==> src/rtl/multicore_system_core_ram_loader.sv <==
// Boot-image loader: streams image words into a core's RAM port 2, then releases the core.
// Define CORE_RAM_LOADER_VERIFY_EN to build the readback-and-sum check.
module multicore_system_core_ram_loader #(
    parameter int ADDR_W = 12,
    parameter int DATA_W = 32
) (
    input  logic              clk,
    input  logic              reset,
    input  logic [1:0]        csr_address,
    input  logic              csr_write,
    input  logic [31:0]       csr_writedata,
    input  logic              csr_read,
    output logic [31:0]       csr_readdata,
    input  logic              snk_valid,
    input  logic [DATA_W-1:0] snk_data,
    input  logic              snk_endofpacket,
    output logic              snk_ready,
    output logic [ADDR_W-1:0] address2,
    output logic [DATA_W-1:0] writedata2,
    output logic [3:0]        byteenable2,
    output logic              chipselect2,
    output logic              write2,
    output logic              clken2,
    input  logic [DATA_W-1:0] readdata2,
    output logic              core_reset_req
);
    localparam logic [ADDR_W:0] ONE   = {{ADDR_W{1'b0}}, 1'b1};
    localparam logic [ADDR_W:0] DEPTH = {1'b1, {ADDR_W{1'b0}}};

    typedef enum logic [2:0] {S_IDLE, S_LOAD, S_VERIFY, S_DONE, S_ERROR} state_t;
    state_t state_q, state_d;

    logic [ADDR_W:0]   length_q, count_q;
    logic [DATA_W-1:0] sum_q;
    logic              err_short_q, err_len_q, last_q;
    logic              busy, start_req, len_ok, accept, last_word;
    logic              verify_go, verify_end, verify_ok, err_sum, rd_issue;
    logic [ADDR_W-1:0] rd_addr;
    logic [31:0]       status, csr_mux;
    logic              unused_wdata;

    assign busy           = (state_q == S_LOAD) || (state_q == S_VERIFY);
    assign start_req      = csr_write && (csr_address == 2'd0) && csr_writedata[0] && !busy;
    assign len_ok         = (length_q != '0) && (length_q <= DEPTH);
    // last_q holds LOAD one extra cycle so the final write lands before the core is released
    assign snk_ready      = (state_q == S_LOAD) && !last_q;
    assign accept         = snk_valid && snk_ready;
    assign last_word      = (count_q == length_q - ONE);
    assign byteenable2    = 4'hF;
    assign clken2         = busy;
    assign core_reset_req = (state_q != S_DONE);
    assign unused_wdata   = ^csr_writedata[31:ADDR_W+1];

`ifdef CORE_RAM_LOADER_VERIFY_EN
    logic              verify_q, err_sum_q;
    logic [ADDR_W:0]   rd_cnt_q;
    logic [DATA_W-1:0] rd_acc_q;
    logic              rd_vld_p0, rd_vld_p1, rd_last_p0, rd_last_p1;

    assign verify_go  = verify_q;
    assign rd_issue   = (state_q == S_VERIFY) && (rd_cnt_q != length_q);
    assign rd_addr    = rd_cnt_q[ADDR_W-1:0];
    assign verify_end = rd_vld_p1 && rd_last_p1;
    assign verify_ok  = ((rd_acc_q + readdata2) == sum_q);
    assign err_sum    = err_sum_q;

    always_ff @(posedge clk or posedge reset) begin
        if (reset) begin
            verify_q   <= 1'b0;
            err_sum_q  <= 1'b0;
            rd_cnt_q   <= '0;
            rd_acc_q   <= '0;
            rd_vld_p0  <= 1'b0;
            rd_vld_p1  <= 1'b0;
            rd_last_p0 <= 1'b0;
            rd_last_p1 <= 1'b0;
        end else begin
            if (csr_write && (csr_address == 2'd0) && !busy)
                verify_q <= csr_writedata[1];
            // p0: read address on port 2; p1: RAM data returning on readdata2
            rd_vld_p0  <= rd_issue;
            rd_last_p0 <= rd_issue && (rd_cnt_q == length_q - ONE);
            rd_vld_p1  <= rd_vld_p0;
            rd_last_p1 <= rd_last_p0;
            if (rd_issue)
                rd_cnt_q <= rd_cnt_q + ONE;
            if (rd_vld_p1)
                rd_acc_q <= rd_acc_q + readdata2;
            if (start_req) begin
                rd_cnt_q  <= '0;
                rd_acc_q  <= '0;
                err_sum_q <= 1'b0;
            end else if (verify_end && !verify_ok) begin
                err_sum_q <= 1'b1;
            end
        end
    end
`else
    logic unused_rdata;

    assign verify_go    = 1'b0;
    assign verify_end   = 1'b0;
    assign verify_ok    = 1'b0;
    assign err_sum      = 1'b0;
    assign rd_issue     = 1'b0;
    assign rd_addr      = '0;
    assign unused_rdata = ^readdata2;
`endif

    always_comb begin
        state_d = state_q;
        unique case (state_q)
            S_IDLE, S_DONE, S_ERROR:
                if (start_req) state_d = len_ok ? S_LOAD : S_ERROR;
            S_LOAD:
                if (last_q)                         state_d = S_DONE;
                else if (accept && last_word)       state_d = verify_go ? S_VERIFY : S_LOAD;
                else if (accept && snk_endofpacket) state_d = S_ERROR;
            S_VERIFY:
                if (verify_end) state_d = verify_ok ? S_DONE : S_ERROR;
            default: state_d = S_IDLE;
        endcase
    end

    assign status = {16'(count_q), 11'd0, err_len_q, err_sum, err_short_q, (state_q == S_DONE), busy};

    always_comb begin
        csr_mux = '0;
        case (csr_address)
            2'd1:    csr_mux = 32'(length_q);
            2'd2:    csr_mux = status;
            2'd3:    csr_mux = 32'(sum_q);
            default: csr_mux = '0;
        endcase
    end

    always_ff @(posedge clk or posedge reset) begin
        if (reset) begin
            state_q      <= S_IDLE;
            length_q     <= '0;
            count_q      <= '0;
            sum_q        <= '0;
            err_short_q  <= 1'b0;
            err_len_q    <= 1'b0;
            last_q       <= 1'b0;
            csr_readdata <= '0;
        end else begin
            state_q <= state_d;
            if (csr_read)
                csr_readdata <= csr_mux;
            if (csr_write && (csr_address == 2'd1) && !busy)
                length_q <= csr_writedata[ADDR_W:0];
            if (start_req) begin
                count_q     <= '0;
                last_q      <= 1'b0;
                err_short_q <= 1'b0;
                err_len_q   <= !len_ok;
                if (len_ok)
                    sum_q <= '0;
            end else if (accept) begin
                count_q     <= count_q + ONE;
                sum_q       <= sum_q + snk_data;
                last_q      <= last_word && !verify_go;
                err_short_q <= !last_word && snk_endofpacket;
            end else if (last_q) begin
                last_q <= 1'b0;
            end
        end
    end

    // Port-2 strobes are registered: a word accepted this cycle is written next cycle
    always_ff @(posedge clk or posedge reset) begin
        if (reset) begin
            address2    <= '0;
            writedata2  <= '0;
            chipselect2 <= 1'b0;
            write2      <= 1'b0;
        end else begin
            chipselect2 <= 1'b0;
            write2      <= 1'b0;
            if (accept) begin
                address2    <= count_q[ADDR_W-1:0];
                writedata2  <= snk_data;
                chipselect2 <= 1'b1;
                write2      <= 1'b1;
            end else if (rd_issue) begin
                address2    <= rd_addr;
                chipselect2 <= 1'b1;
            end
        end
    end
endmodule

==> config.mk <==
export PLATFORM = sky130hd
export DESIGN_NAME = multicore_system_core_ram_loader
export DESIGN_NICKNAME = d
export VERILOG_FILES = /design/src/rtl/multicore_system_core_ram_loader.sv
export SDC_FILE = /design/constraint.sdc
export NUM_CORES = 1
export LEC_CHECK = 0
export ABC_AREA = 0
export BUFFER_PORTS_ARGS = -buffer_cell sky130_fd_sc_hd__buf_2
export CORE_UTILIZATION = 55
export DETAILED_ROUTE_END_ITERATION = 10
export PLACE_DENSITY = 0.82
export SLEW_MARGIN = 20
export SYNTH_ARGS = -nofsm -noshare
export SYNTH_HDL_FRONTEND = slang
export SYNTH_SLANG_ARGS = --single-unit
==> constraint.sdc <==
create_clock -name clk -period 8.3 [get_ports clk]
set_input_delay 0.83 -clock clk [delete_from_list [all_inputs] [get_ports clk]]
set_output_delay 0.83 -clock clk [all_outputs]
set_load 0.05 [all_outputs]
==> results.py <==
metrics = {
    "drt": {
        "drt_wl_total_mm": 19.4,
        "ant_nets": 0,
        "wl_per_cell_um": 16.9,
        "drt_iter0_markers": 420,
        "vias": 6556,
        "dr.pass1.iters": 5,
        "drc": 0,
        "via_per_inst": 5.71,
    },
    "timing": {
        "setup_viol": 0,
        "period_minus_slack_ns": 3.54,
        "timing.hold.ws_ns": 0.468,
        "fin_tns_setup_ns": 0,
        "fin_skew_ns": 0.0129,
        "finalHoldViolCount": 0,
        "max_freq_mhz": 282,
        "period_share_pct": 42.7,
        "rsz0062_at_grt": "false",
        "slew_headroom_pct": 51.0,
        "worst_pin_slew_ns": 0.735,
        "drv_slew": 0,
    },
    "clock_network": {
        "numCtsBuffers": 17,
        "cts_root_buf": "clkbuf_16",
        "cts_setup_buffers": 0,
        "hold_buffers": 0,
        "cts_tree": "done",
        "clk_path_buf_depth": 2,
        "clock_sinks": 141,
        "worstSkewPairLatency_ns": 0.43,
        "cts_max_level": 4,
        "clkTransAtPathRegs_ns": 0.06,
        "ctsResizeCount": 0,
    },
    "floorplan": {
        "core_mm2": 0.0134,
        "die_w_um": 120,
        "rows": 42,
        "fp.dieH_um": 120,
        "start_util_pct": 57.1,
        "top_level_ports": 189,
        "die_area_mm2": 0.0144,
    },
    "global_routing": {
        "antenna_found_initial": 0,
        "grt_pass1_wl_mm": 31.4,
        "grt_max_degree": 84,
        "grtUsageTotal_pct": 28.4,
        "overflow": 0,
        "grt_pass1_vias": 6280,
    },
    "final_layout": {
        "multiInputGateArea_mm2": 0.00381,
        "design_area_mm2": 0.00914,
        "layout_commonest_cell": "nand2_1",
        "mostFrequentLayoutCells": "nand2_1, dfrtp_1, buf_2",
        "n_fill_cell": 1073,
        "nNetsFinal": 1097,
        "synthToLayoutAreaGrowth_pct": 19.5,
        "drive_gt1_share_pct": 20.9,
        "seq_area_mm2": 0.00353,
        "antenna_cells": 0,
    },
    "setup_path": {
        "reg2reg_from": "length_q[3]$_DFFE_PP0P_",
        "rr_worst_depth": 10,
        "cp_data_arrival_time_ns": 3.87,
        "crit_chain": "nor4_2, nand4b_1, nor4_1, xnor2_1, a21oi_2, buf_4, nand3b_1, a22oi_1, o31a_1, a311oi_1",
        "crit_family": "simple AND/OR/NAND/NOR gates",
        "ff2ff_setup_slack_ns": 4.76,
        "cp.depth": 10,
        "endpoint": "sum_q[31]$_DFFE_PP0P_",
        "startpoint_type": "register",
        "crit_type": "reg -> reg",
        "critical-path-max-stage-delay_ns": 0.65,
        "crit_path_start": "length_q[3]$_DFFE_PP0P_",
        "timing.rr.end": "sum_q[31]$_DFFE_PP0P_",
        "critPathMaxFanout": 25,
        "crit_buf_inv": 1,
        "crit_slowest_cell": "nor4_2",
        "crit_path_end_kind": "register",
        "required_ns": 8.63,
    },
    "placement": {
        "hpwlAfterDp_mm": 13.5,
        "place.gp.congestion": 0.927,
        "place_area_mm2": 0.00844,
        "io_buffers": 133,
    },
    "logic_synthesis": {
        "avgSynthCellArea_um2": 9.15,
        "ys_ff_latch": 141,
        "syn-instance-count": 837,
        "synthArstFlopShare_pct": 100,
        "synth_cell_types": 66,
        "syn-cell-area_mm2": 0.00765,
        "yosys_warnings": 0,
        "ys_seq_area_share_pct": 46.1,
        "synth-edff-count": 0,
        "synth_ff_type": "dfrtp_1",
    },
    "status": {
        "status": "complete, no violations",
    },
    "min_path": {
        "hp-class": "reg -> reg",
    },
    "power_and_ir_drop": {
        "power.density_mw_per_mm2": 385,
        "power_w": 0.00352,
        "ir_worst_vdd_uv": 248,
        "power.leakage_nw": 4.67,
    },
    "job": {
        "drv_cap": 0,
    },
}
[power by group]
part / leakage (nW) / internal, W / switching, W
clock network: 0.342 / 0.000603 / 0.000289
logic: 2.50 / 0.000508 / 0.00101
registers: 1.83 / 0.000903 / 0.000209
[routing by layer]
metal  wire length, µm  global-route usage [%]
met5                 0                       0
met2              8990                    44.1
met3              1220                    6.13
met4               636                    14.4
met1              8560                    37.5
[state kept, by name (all words and copies together) (netlist names)]
name	flops
write2	1
err_len_q	1
csr_readdata	32
writedata2	32
address2	12
sum_q	32
state_q	3
err_short_q	1
count_q	13
last_q	1
length_q	13
[how the worst min path moves through the flow]
stage | start | end | slack [ns] | cells past startpoint
after floorplan | err_len_q$_DFFE_PP0P_ | err_len_q$_DFFE_PP0P_ | 0.47 | 2
after global placement | writedata2[6]$_DFFE_PP0P_ | writedata2[6]$_DFFE_PP0P_ | 0.45 | 2
after detailed placement | writedata2[21]$_DFFE_PP0P_ | writedata2[21]$_DFFE_PP0P_ | 0.46 | 2
after CTS | writedata2[10]$_DFFE_PP0P_ | writedata2[10]$_DFFE_PP0P_ | 0.47 | 2
after global routing | address2[0]$_DFFE_PP0P_ | address2[0]$_DFFE_PP0P_ | 0.48 | 2
final | writedata2[10]$_DFFE_PP0P_ | writedata2[10]$_DFFE_PP0P_ | 0.47 | 2
[worst min-delay path, stage by stage (launching register included)]
cell and delay, ns:
dfrtp_1 0.33, nand2_1 0.05, nand2_1 0.05
[per-stage QoR]
| stage | util [%] | setup WS (ns) | std cells |
|---|---|---|---|
| after floorplan | - | 3.69 | 840 |
| after global placement | 63.0 | 4.49 | 1116 |
| after detailed placement | 63.0 | 4.42 | 1116 |
| after CTS | 68.2 | 4.76 | 1148 |
| after global routing | 68.2 | 4.44 | 1148 |
| final | 68.2 | 4.76 | 1148 |
[kinds of logic (layout without fill, tap and decap cells)]
family / count (synthesis) / in the layout / synth area share [%]
AOI/OAI and AO/OA: 186 / 186 / 15.4
xor gates and xnor gates: 48 / 48 / 5.49
adders and majority gates: 34 / 34 / 5.66
buffers and inverters: 84 / 216 / 4.36
DFF: 141 / 141 / 46.1
muxes: 41 / 41 / 5.62
other: 1 / 4 / 0.0490
and+or+nand+nor: 302 / 302 / 17.4
[final cells by class]
type                       instances  area share, %
multi-input combinational        615           41.7
sequential                       141           38.6
timing repair buffer             139           7.77
clock buffer                      22           5.41
tap                              176           2.41
clock inverter                    10           2.26
inverter                          45           1.90
[synth_stat cells, types with 2 or more instances]
master    count  area (µm²)
clkbuf_1     26        97.6
o21ai_0      56         280
nand3_1      11        55.1
a22o_1        3        26.3
o31ai_1       5        37.5
nand4_1       7        43.8
a22oi_1       5        37.5
a31oi_1       5        31.3
nor2b_1       6        37.5
a221o_1       2        20.0
or3_1         6        37.5
and2_1        2        12.5
nand3b_1      2        15.0
o21bai_1      3        22.5
o21a_1        5        37.5
xnor2_1      22         193
nor2_1       33         124
a311oi_1      2        17.5
buf_1         8        30.0
a21o_1        8        60.1
nor4bb_1      3        30.0
o22ai_1      29         181
dfrtp_1     141        3530
a211oi_1      2        15.0
xor2_1       26         228
and3_1        8        50.1
a32oi_1       2        17.5
ha_1         33         413
mux2i_1      25         250
nor3_1        9        45.0
nand2_1     196         736
inv_1        45         169
nand2b_1      9        56.3
o211ai_1      2        15.0
a21oi_1      39         195
mux2_2       16         180
or2_2         2        12.5
buf_4         5        37.5
Note: power is estimated with default switching activity, not from simulation.
